**src/rtl/riscv_pipe_hazard_ctrl.sv**
```systemverilog
// PC generation and hazard control for the 5-stage RV32 pipeline.
// Owns the PC register and the per-stage valid bits. It detects load-use and
// RAW hazards, drives the stall/bubble/flush controls and the EX forwarding selects.
// Optional feature macro: RISCV_PIPE_FWD_EN
//   defined   : EX operand forwarding; only load-use hazards stall, for LOAD_USE_STALLS cycles.
//   undefined : no forwarding; any EX or MEM writer feeding an ID source stalls.
module riscv_pipe_hazard_ctrl #(
  parameter int              XLEN            = 32,
  parameter logic [XLEN-1:0] PC_INITIAL      = 32'h00400000,
  parameter int              REG_ADDR_W      = 5,
  parameter int              LOAD_USE_STALLS = 1
) (
  input  logic                  clk,
  input  logic                  rst,
  input  logic [REG_ADDR_W-1:0] id_rs1,
  input  logic [REG_ADDR_W-1:0] id_rs2,
  input  logic                  id_uses_rs1,
  input  logic                  id_uses_rs2,
  input  logic [REG_ADDR_W-1:0] ex_rd,
  input  logic                  ex_reg_write,
  input  logic                  ex_mem_read,
  input  logic [REG_ADDR_W-1:0] mem_rd,
  input  logic                  mem_reg_write,
  input  logic [REG_ADDR_W-1:0] wb_rd,
  input  logic                  wb_reg_write,
  input  logic                  ex_branch_taken,
  input  logic [XLEN-1:0]       ex_branch_target,
  output logic [XLEN-1:0]       PC,
  output logic [3:0]            stage_valid,
  output logic                  stall,
  output logic                  bubble,
  output logic                  flush,
  output logic [1:0]            fwd_a,
  output logic [1:0]            fwd_b
);

  logic [XLEN-1:0] pc_q, pc_d;
  logic [3:0]      valid_q, valid_d;
  logic            id_use1, id_use2;
  logic            ex_wr, mem_wr;
  logic            stall_c, bubble_c, flush_c;

  // Every stage's inputs only count while that stage holds a live instruction;
  // x0 is never a real destination.
  assign id_use1 = valid_q[0] & id_uses_rs1;
  assign id_use2 = valid_q[0] & id_uses_rs2;
  assign ex_wr   = valid_q[1] & ex_reg_write & (ex_rd != '0);
  assign mem_wr  = valid_q[2] & mem_reg_write & (mem_rd != '0);
  assign flush_c = valid_q[1] & ex_branch_taken;

`ifdef RISCV_PIPE_FWD_EN
  localparam int CNT_W = 2;

  logic [CNT_W-1:0]      cnt_q, cnt_d;
  logic [REG_ADDR_W-1:0] ex_rs1_q, ex_rs1_d, ex_rs2_q, ex_rs2_d;
  logic                  ex_use1_q, ex_use1_d, ex_use2_q, ex_use2_d;
  logic                  wb_wr, load_use;

  // MEM has the younger result, so it beats WB for the same register.
  function automatic logic [1:0] fwd_sel(input logic                  src_used,
                                         input logic [REG_ADDR_W-1:0] src,
                                         input logic                  m_wr,
                                         input logic [REG_ADDR_W-1:0] m_rd,
                                         input logic                  w_wr,
                                         input logic [REG_ADDR_W-1:0] w_rd);
    fwd_sel = 2'b00;
    if (src_used && w_wr && (w_rd == src)) fwd_sel = 2'b01;
    if (src_used && m_wr && (m_rd == src)) fwd_sel = 2'b10;
  endfunction

  assign wb_wr    = valid_q[3] & wb_reg_write & (wb_rd != '0);
  assign load_use = ex_wr & ex_mem_read &
                    ((id_use1 & (id_rs1 == ex_rd)) | (id_use2 & (id_rs2 == ex_rd)));

  // Load-use stall sequencing; a flush kills the stall and the pending count.
  always_comb begin
    stall_c  = ~flush_c & (load_use | (cnt_q != '0));
    bubble_c = stall_c;
    cnt_d    = '0;
    if (!flush_c) begin
      if (cnt_q != '0)   cnt_d = cnt_q - CNT_W'(1);
      else if (load_use) cnt_d = CNT_W'(LOAD_USE_STALLS - 1);
    end
    ex_rs1_d  = id_rs1;
    ex_rs2_d  = id_rs2;
    ex_use1_d = id_use1 & ~(flush_c | bubble_c);
    ex_use2_d = id_use2 & ~(flush_c | bubble_c);
  end

  // Stall counter and the EX-stage source-use flags.
  always_ff @(posedge clk or posedge rst) begin
    if (rst) begin
      cnt_q     <= '0;
      ex_use1_q <= 1'b0;
      ex_use2_q <= 1'b0;
    end else begin
      cnt_q     <= cnt_d;
      ex_use1_q <= ex_use1_d;
      ex_use2_q <= ex_use2_d;
    end
  end

  // EX-stage source indices; meaningful only when the matching use flag is set.
  always_ff @(posedge clk) begin
    ex_rs1_q <= ex_rs1_d;
    ex_rs2_q <= ex_rs2_d;
  end

  assign fwd_a = fwd_sel(ex_use1_q, ex_rs1_q, mem_wr, mem_rd, wb_wr, wb_rd);
  assign fwd_b = fwd_sel(ex_use2_q, ex_rs2_q, mem_wr, mem_rd, wb_wr, wb_rd);
`else
  logic ex_hit, mem_hit;
  logic unused_inputs;

  // Without forwarding, wait until the producer reaches WB; the register file
  // writes before it reads, so WB writers never need a stall.
  assign ex_hit   = ex_wr & ((id_use1 & (id_rs1 == ex_rd)) | (id_use2 & (id_rs2 == ex_rd)));
  assign mem_hit  = mem_wr & ((id_use1 & (id_rs1 == mem_rd)) | (id_use2 & (id_rs2 == mem_rd)));
  assign stall_c  = ~flush_c & (ex_hit | mem_hit);
  assign bubble_c = stall_c;
  assign fwd_a    = 2'b00;
  assign fwd_b    = 2'b00;

  assign unused_inputs = ^{wb_rd, wb_reg_write, ex_mem_read, LOAD_USE_STALLS[0]};
`endif

  // Next PC and valid-bit advance: flush redirects, stall holds, else sequential fetch.
  always_comb begin
    pc_d = pc_q + XLEN'(4);
    if (flush_c)      pc_d = ex_branch_target;
    else if (stall_c) pc_d = pc_q;
    valid_d[0]   = flush_c ? 1'b0 : (stall_c ? valid_q[0] : 1'b1);
    valid_d[1]   = (flush_c | bubble_c) ? 1'b0 : valid_q[0];
    valid_d[3:2] = valid_q[2:1];
  end

  // PC and stage-valid registers.
  always_ff @(posedge clk or posedge rst) begin
    if (rst) begin
      pc_q    <= PC_INITIAL;
      valid_q <= '0;
    end else begin
      pc_q    <= pc_d;
      valid_q <= valid_d;
    end
  end

  assign PC          = pc_q;
  assign stage_valid = valid_q;
  assign stall       = stall_c;
  assign bubble      = bubble_c;
  assign flush       = flush_c;

endmodule

```
**config.mk**
```make
export PLATFORM = sky130hd
export DESIGN_NAME = riscv_pipe_hazard_ctrl
export DESIGN_NICKNAME = d
export VERILOG_FILES = /design/src/rtl/riscv_pipe_hazard_ctrl.sv
export SDC_FILE = /design/constraint.sdc
export NUM_CORES = 1
export LEC_CHECK = 0
export ABC_CLOCK_PERIOD_IN_PS = 4700
export CAP_MARGIN = 20
export CORE_ASPECT_RATIO = 1.25
export CORE_MARGIN = 5
export CORE_UTILIZATION = 40
export CTS_CLUSTER_DIAMETER = 40
export DETAILED_ROUTE_END_ITERATION = 12
export PLACE_DENSITY = 0.79
export SLEW_MARGIN = 20
export SYNTH_ARGS = -nofsm -noshare
export SYNTH_HDL_FRONTEND = slang
export SYNTH_SLANG_ARGS = --single-unit
export TNS_END_PERCENT = 1
```
**constraint.sdc**
```tcl
create_clock -name clk -period 4.7 [get_ports clk]
set_input_delay 0.94 -clock clk [delete_from_list [all_inputs] [get_ports clk]]
set_output_delay 0.94 -clock clk [all_outputs]
set_load 0.01 [all_outputs]
```
==> results of run 1 <==
[worst paths after layout]
check / from / end / slack [ps]
worst max-delay path: ex_rd[0] / bubble / 270
min in group asynchronous: rst / PC[1]$_DFFE_PP0P_ / 1040
max in group asynchronous: rst / PC[22]$_DFFE_PP1P_ / 3310
worst min register to register: stage_valid[2]$_DFF_PP0_ / stage_valid[3]$_DFF_PP0_ / 440
worst max register to register: PC[4]$_DFFE_PP0P_ / PC[26]$_DFFE_PP0P_ / 2190
worst min-delay path: stage_valid[2]$_DFF_PP0_ / stage_valid[3]$_DFF_PP0_ / 440
[sequential cells by signal, indices dropped and copies added (netlist names)]
| name | count |
|---|---|
| stage_valid | 4 |
| PC | 32 |
[power breakdown]
| part | leakage [uW] | internal, uW | switching [uW] |
|---|---|---|---|
| clock network | 0.0000541 | 157 | 117 |
| logic | 0.000831 | 282 | 260 |
| registers | 0.000401 | 395 | 109 |
[metal layers]
metal	routed length, um	global-route usage	vias up	part of all wire
li1	-	-	1157	-
met1	2773	0.2274	1104	0.42
met2	3193	0.3111	99	0.49
met3	502	0.05470	8	0.077
met4	63	0.05014	0	0.0096
met5	0	0	-	0
[cell type report]
type / count / share of cell area
Clock buffer: 5 / 0.02042
Clock inverter: 3 / 0.01263
Inverter: 12 / 0.01337
Multi-Input combinational cell: 205 / 0.3672
Sequential cell: 36 / 0.2677
Tap cell: 64 / 0.02377
Timing Repair Buffer: 100 / 0.2948
[logic make-up (layout without fill, tap and decap cells)]
kind of cell | Yosys count | count (layout)
AOI/OAI and AO/OA | 64 | 64
xor gates and xnor gates | 22 | 22
adders and majority gates | 1 | 1
buffers and inverters | 31 | 120
DFF | 36 | 36
muxes | 1 | 1
other | 1 | 4
and+or+nand+nor | 113 | 113
[placed cells by master, fill, tap and decap left out, drive strengths merged, types with 2 or more instances in the layout]
cell type / count
inv: 11
and2: 2
o221ai: 2
nand3: 9
o211ai: 2
a22oi: 2
clkdlybuf4s50: 97
or4: 12
a31oi: 27
and3: 2
clkinv: 2
nor2: 34
dfrtp: 35
nand2: 22
nand4: 7
nor4: 6
conb: 4
o21ai: 19
buf: 3
clkbuf: 5
xor2: 21
or3: 16
o31ai: 11
[critical path, cell delays in order]
cell             delay (ps)
clkdlybuf4s50_1         490
xor2_1                  190
nor4_1                  390
a22oi_1                 230
o22ai_1                 470
and2_1                  220
clkdlybuf4s50_1         550
[stage by stage]
stage                     total power [uW]  utilization  cells  setup slack, ps
after floorplan                      760.0            -    272             1430
after global placement                1041       0.5945    417            347.9
after detailed placement              1057       0.5945    417            262.2
after CTS                             1334       0.6148    425            257.0
after global routing                  1418       0.6148    425            183.7
final                                 1321       0.6148    425            270.9
==> impl_metrics.csv, run 1 <==
group,metric,value,unit
cts,clk_path_buf_depth,2,
critical_path,start_kind,"input pin",
route,wl_per_cell,15.37,um
cts,clkTransAtPathRegs,70,ps
layout,drive_gt1_frac,0.05263,
sta,slew-limit-headroom,0.3624,
yosys,synth-main-ff-cell,"dfrtp_1",
yosys,syn_area_per_cell,8.451,um^2
yosys,yosys-top-cells-count,"dfrtp_1, nor2_1, a31oi_1",
placed_design,place_congestion,0.8658,
run,drv_cap,0,
sta,hold_viol,0,
route,drtAntennaViolNets,0,
power,leakage,0.001286,uW
grt,grtUsageTotal,0.1842,
layout,nNetsFinal,427,
layout,num_antenna_cells,0,
sta,slew_viol_final,0,
cts,clkSinkCount,36,
floorplan,start_util,0.4148,
critical_path,end_kind,"output pin",
layout,area_growth,48.21,%
yosys,synthAdderAreaFrac,0.005504,
cts,clk_latency,300,ps
cts,cts_tree,"done",
yosys,synth_area_leaders,"dfrtp_1, xor2_1, a31oi_1",
cts,cts_resized,0,
hold_path,hp-class,"reg2reg",
cts,h-tree-depth,2,
critical_path,cp.required,3760,ps
floorplan,fp-row-count,30,
floorplan,ioPinCount,109,
power,powerDensity,392.0,mW/mm^2
yosys,ys_types,33,
route,drt-vias-per-instance,5.572,
sta,fin_crit,4429,ps
critical_path,cp.arrival,3490,ps
grt,first_global_vias,2283,
layout,fillers,500,
sta,fin_crit_sh,0.9424,
yosys,yosys.area.top_type,"dfrtp_1",
yosys,synth.most_common_cell,"dfrtp_1",
yosys,yosys_warnings,0,
cts,cts_root_buf,"clkbuf_8",
yosys,yosys.area_share.simple,0.2559,
critical_path,critPathKind,"in2out",
placed_design,dp_hpwl,5.003,mm
grt,antenna_found_initial,0,
grt,grt_pass1_wl,10.96,mm
sta,setup_viol,0,
sta,setup_tns,0,ps
sta,fin_worst_skew,10.69,ps
layout,regArea,902.1,um^2
yosys,synth_edf_count,0,
sta,fin_hold_ws,442.2,ps
yosys,synth_xor_area_frac,0.08476,
placed_design,numPortBuffers,97,
floorplan,dieArea,0.007301,mm^2
floorplan,core_area,0.005480,mm^2
yosys,async_reset_ff_frac,1.000,
yosys,synth_compound_area_frac,0.1860,
route,drt-total-wl,6.534,mm
yosys,synth_top_family_by_area,"simple AND/OR/NAND/NOR gates",
yosys,synthCells,269,
yosys,synth_top_area_share,0.3853,
yosys,synth-seq-cells,36,
grt,overflow,0,
floorplan,die_h,94.29,um
layout,multi_input_comb_area,0.001237,mm^2
route,vias,2368,
power,peakVddDrop,0.0002759,V
route,drtPass1Iterations,4,
route,drc,0,
critical_path,reg2regPathDepth,6,
placed_design,place_area,0.003258,mm^2
layout,final_area,0.003369,mm^2
sta,tightest_slew,956.3,ps
cts,cts_hold_buf,0,
yosys,syn_area,0.002273,mm^2
floorplan,die_w,77.43,um
critical_path,crit_fanout,8,
sta,fmax,0.2258,GHz
grt,grt_max_degree,51,
sta,rsz0062_at_grt,"no",
outcome,status,"complete, no violations",
route,drt_iter0_markers,105,
cts,cts_buffers,5,
hold_path,min_path_cells,0,
cts,post_cts_buffers,0,
yosys,synth-seq-area-share,0.3968,
yosys,synthMuxAreaShare,0.004403,
No activity file was read; power rests on OpenSTA's default activity.
==> run 2, diff against run 1 <==
Settings changed: CORE_ASPECT_RATIO 1.25 to not set, HOLD_SLACK_MARGIN set to 0.06.
==> run 2 against run 1 <==
  * Cell count rose by 1.9%
  * Wire length rose by 0.17%
  * First-iteration DRC count rose by 11%
  * Critical endpoint unchanged
  * Largest cell class unchanged
==> impl_metrics.csv, run 2 (synthesis results as in run 1) <==
group,metric,value,unit
outcome,status,"complete, no violations",
power,powerDensity,392.3,mW/mm^2
hold_path,hp-class,"reg2reg",
layout,final_cells,433,
critical_path,start_kind,"input pin",
sta,fin_worst_skew,6.547,ps
sta,fin_crit_sh,0.8795,
route,drt-vias-per-instance,5.462,
cts,clkTransAtPathRegs,70,ps
critical_path,crit-reg2reg-launch,"PC[5]$_DFFE_PP0P_",
route,wl_per_cell,15.12,um
sta,fin_crit,4134,ps
placed_design,place_congestion,0.8166,
critical_path,end_kind,"output pin",
critical_path,startpoint,"ex_rd[0]",
floorplan,fp-row-count,27,
route,drc,0,
critical_path,cp.required,3760,ps
layout,nNetsFinal,427,
floorplan,ioPinCount,109,
floorplan,die_h,85.39,um
layout,largest_register_ffs,32,
route,drt_iter0_markers,117,
layout,regArea,902.1,um^2
layout,drive_gt1_frac,0.05263,
floorplan,dieArea,0.007291,mm^2
floorplan,core_area,0.005507,mm^2
critical_path,cp.arrival,3190,ps
power,peakVddDrop,0.0001790,V
sta,setup_viol,0,
cts,cts_buffers,5,
cts,cts_tree,"done",
critical_path,path_buf_inv,2,
sta,slew_viol_final,0,
layout,mostFrequentLayoutCell,"clkdlybuf4s50_1",
grt,grt_max_degree,37,
layout,fillers,490,
sta,setup_tns,0,ps
critical_path,cp_common_cell,"clkdlybuf4s50_1",
sta,slew-limit-headroom,0.3662,
critical_path,crit_slowest_cell,"clkdlybuf4s50_1",
sta,hold_viol,0,
layout,multi_input_comb_area,0.001237,mm^2
critical_path,regToRegSetupSlack,2150,ps
critical_path,critPathKind,"in2out",
sta,rsz0062_at_grt,"no",
route,drtAntennaViolNets,0,
grt,antenna_found_initial,0,
cts,post_cts_buffers,0,
cts,cts_resized,0,
critical_path,crit_fanout,3,
critical_path,endpoint,"bubble",
cts,clk_path_buf_depth,2,
grt,grtUsageTotal,0.1808,
grt,first_global_vias,2325,
layout,num_antenna_cells,0,
layout,area_growth,48.65,%
critical_path,reg2regPathDepth,6,
critical_path,cp.depth,7,
floorplan,start_util,0.4129,
floorplan,die_w,85.39,um
placed_design,dp_hpwl,4.880,mm
placed_design,dp.cells,425,
cts,h-tree-depth,2,
sta,tightest_slew,950.6,ps
grt,overflow,0,
sta,fmax,0.2419,GHz
critical_path,crit_path_max_incr_delay,540,ps
critical_path,crit_chain,"clkdlybuf4s50_1, xor2_1, nor4_1, a22oi_1, o22ai_1, and2_1, clkdlybuf4s50_1",
layout,final_cell_mix,"clkdlybuf4s50_1, dfrtp_1, nor2_1, a31oi_1",
critical_path,crit_family,"buffers and inverters",
power,leakage,0.001286,uW
cts,clk_latency,300,ps
cts,clkSinkCount,36,
cts,cts_hold_buf,0,
route,drtPass1Iterations,4,
grt,grt_pass1_wl,10.79,mm
placed_design,numPortBuffers,97,
route,drt-total-wl,6.545,mm
route,vias,2365,
run,drv_cap,0,
cts,cts_root_buf,"clkbuf_8",
critical_path,reg2reg_to,"PC[26]$_DFFE_PP0P_",
[run 2: cell type report]
cell class,instances,area share
Clock buffer,5,0.02036
Tap cell,72,0.02666
Sequential cell,36,0.2669
Timing Repair Buffer,100,0.2940
Inverter,12,0.01333
Multi-Input combinational cell,205,0.3662
Clock inverter,3,0.01259
[run 2: stage by stage]
| step | hold slack, ps | power, uW | utilization | setup WS (ps) | cell area [um^2] |
|---|---|---|---|---|---|
| floorplan | 392.3 | 760.0 | - | 1430 | 2285 |
| global placement | 411.1 | 1038 | 0.5935 | 599.2 | 3268 |
| detailed placement | 412.0 | 1058 | 0.5935 | 590.5 | 3268 |
| CTS | 428.6 | 1337 | 0.6137 | 585.5 | 3379 |
| global route | 449.2 | 1421 | 0.6137 | 481.5 | 3379 |
| finish | 428.4 | 1326 | 0.6137 | 566.4 | 3379 |
[run 2: how the worst min path moves through the flow]
stage / startpoint / end / slack [ps] / depth (start not counted)
after floorplan: stage_valid[2]$_DFF_PP0_ / stage_valid[3]$_DFF_PP0_ / 390 / 0
after global placement: stage_valid[2]$_DFF_PP0_ / stage_valid[3]$_DFF_PP0_ / 410 / 0
after detailed placement: stage_valid[2]$_DFF_PP0_ / stage_valid[3]$_DFF_PP0_ / 410 / 0
after CTS: stage_valid[2]$_DFF_PP0_ / stage_valid[3]$_DFF_PP0_ / 430 / 0
after global routing: stage_valid[2]$_DFF_PP0_ / stage_valid[3]$_DFF_PP0_ / 450 / 0
final: stage_valid[2]$_DFF_PP0_ / stage_valid[3]$_DFF_PP0_ / 430 / 0
[run 2: per-layer routing]
metal / track usage / share of wire
met5: 0 / 0
met4: 0.07050 / 0.024
met3: 0.05437 / 0.080
met2: 0.2938 / 0.48
met1: 0.2241 / 0.42
[run 2: worst register-to-register path, stage by stage, from the launching register on]
cell	delay [ps]
dfrtp_1	450
and3_2	270
nand4_1	390
nor4_1	490
nand2_1	170
or4_1	520
a31oi_1	190
[run 2: power by group]
| group | switching, uW | total [uW] | internal (uW) |
|---|---|---|---|
| sequential | 106 | 502 | 395 |
| combinational | 263 | 546 | 283 |
| clock | 121 | 278 | 157 |
| total | 491 | 1330 | 835 |
==> run 3, diff against run 2 <==
Settings changed: MAX_ROUTING_LAYER set to met4.
==> run 3 against run 2 <==
  * Global-route usage rose by 0.62 points
  * Utilization unchanged
  * Critical path depth unchanged
  * Flip-flop and latch count did not move
  * Sequential share of layout area did not move
  * Sequential power barely moved
  * Critical endpoint unchanged
  * Worst hold slack better by 14 ps
  * Maximum frequency fell by 0.23%
  * Clock power is essentially flat
==> impl_metrics.csv, run 3 (synthesis results as in run 1) <==
group,metric,value,unit
grt,antenna_found_initial,0,
critical_path,crit_path_max_incr_delay,550,ps
route,wl_per_cell,15.49,um
run,drv_cap,0,
critical_path,crit_chain,"clkdlybuf4s50_1, xor2_1, nor4_1, a22oi_1, o22ai_1, and2_1, clkdlybuf4s50_1",
layout,drive_gt1_frac,0.05263,
power,powerDensity,393.0,mW/mm^2
placed_design,numPortBuffers,97,
route,drt-vias-per-instance,5.490,
route,drc,0,
floorplan,die_w,85.39,um
cts,post_cts_buffers,0,
route,drtAntennaViolNets,0,
cts,clkTransAtPathRegs,80,ps
cts,cts_resized,0,
sta,setup_tns,0,ps
layout,area_growth,48.65,%
critical_path,cp.arrival,3200,ps
critical_path,end_kind,"output pin",
critical_path,path_buf_inv,2,
placed_design,place_area,0.003268,mm^2
sta,hold_viol,0,
critical_path,cp.required,3760,ps
layout,mostFrequentLayoutCell,"clkdlybuf4s50_1",
sta,fmax,0.2414,GHz
placed_design,dp_hpwl,4.924,mm
floorplan,ioPinCount,109,
layout,final_area,0.003379,mm^2
cts,cts_tree,"done",
sta,slew-limit-headroom,0.3718,
critical_path,crit_family,"buffers and inverters",
sta,fin_ws,557.0,ps
power,leakage,0.001286,uW
placed_design,place_congestion,0.8091,
hold_path,hp-class,"reg2reg",
sta,setup_viol,0,
power,peakVddDrop,0.0002333,V
layout,fillers,493,
grt,grt_pass1_wl,10.88,mm
layout,multi_input_comb_area,0.001237,mm^2
route,drtPass1Iterations,4,
sta,fin_worst_skew,8.778,ps
placed_design,post-place-ws,571.1,ps
outcome,status,"complete, no violations",
floorplan,dieArea,0.007291,mm^2
layout,regArea,902.1,um^2
route,vias,2377,
floorplan,core_area,0.005507,mm^2
sta,tightest_slew,942.2,ps
grt,first_global_vias,2293,
grt,overflow,0,
grt,grtUsageTotal,0.1870,
sta,slew_viol_final,0,
route,drt-total-wl,6.706,mm
layout,num_antenna_cells,0,
sta,fin_crit,4143,ps
critical_path,cp_common_cell,"clkdlybuf4s50_1",
critical_path,critPathKind,"in2out",
sta,fin_crit_sh,0.8815,
route,drt_iter0_markers,73,
cts,clk_path_buf_depth,2,
critical_path,crit_slowest_cell,"clkdlybuf4s50_1",
cts,cts_root_buf,"clkbuf_8",
floorplan,die_h,85.39,um
floorplan,fp-row-count,27,
critical_path,crit_fanout,3,
cts,clk_latency,290,ps
sta,rsz0062_at_grt,"no",
cts,cts_hold_buf,0,
cts,cts_buffers,5,
layout,final_cell_mix,"clkdlybuf4s50_1, dfrtp_1, nor2_1, a31oi_1",
layout,nNetsFinal,427,
grt,grt_max_degree,37,
layout,largest_register_ffs,32,
cts,h-tree-depth,2,
cts,clkSinkCount,36,
floorplan,start_util,0.4129,
critical_path,start_kind,"input pin",
## run 3: cell counts in the layout (fill, tap and decap cells not counted)
No cell type changed its count.
## run 3: area by class of cell
cell class,count,share of cell area
tap,72,0.02666
multi-input combinational,205,0.3662
sequential,36,0.2669
clock inverter,3,0.01259
timing repair buffer,100,0.2940
inverter,12,0.01333
clock buffer,5,0.02036
## run 3: power breakdown
group          total [uW]  leakage [uW]  internal (uW)  switching, uW
registers             503      0.000401            395            107
logic                 548      0.000831            283            266
clock network         277     0.0000541            157            120
## run 3: path summary, 6_finish.rpt
kind,startpoint,slack [ps],cells after the start,endpoint
setup / recovery,ex_rd[0],560,7,bubble
hold / removal,stage_valid[2]$_DFF_PP0_,440,0,stage_valid[3]$_DFF_PP0_
setup reg to reg,PC[5]$_DFFE_PP0P_,2130,6,PC[26]$_DFFE_PP0P_
hold reg to reg,stage_valid[2]$_DFF_PP0_,440,0,stage_valid[3]$_DFF_PP0_
max in group asynchronous,rst,3300,3,PC[22]$_DFFE_PP1P_
min in group asynchronous,rst,1050,3,stage_valid[2]$_DFF_PP0_
## run 3: per-layer routing
metal | part of all wire | vias up | routed length [um] | global-route usage
met3 | 0.063 | 12 | 420 | 0.04563
met5 | 0 | - | 0 | -
met1 | 0.44 | 1128 | 2977 | 0.2330
li1 | - | 1158 | - | -
met2 | 0.48 | 79 | 3191 | 0.2966
met4 | 0.017 | 0 | 116 | 0.06187
## run 3: metrics by stage
stage / instances / hold WS [ps] / power (uW) / utilization
finish: 433 / 442.9 / 1328 / 0.6137
global placement: 425 / 411.3 / 1037 / 0.5935
floorplan: 272 / 392.3 / 760.0 / -
CTS: 433 / 439.2 / 1336 / 0.6137
global route: 433 / 451.3 / 1412 / 0.6137
detailed placement: 425 / 421.6 / 1059 / 0.5935
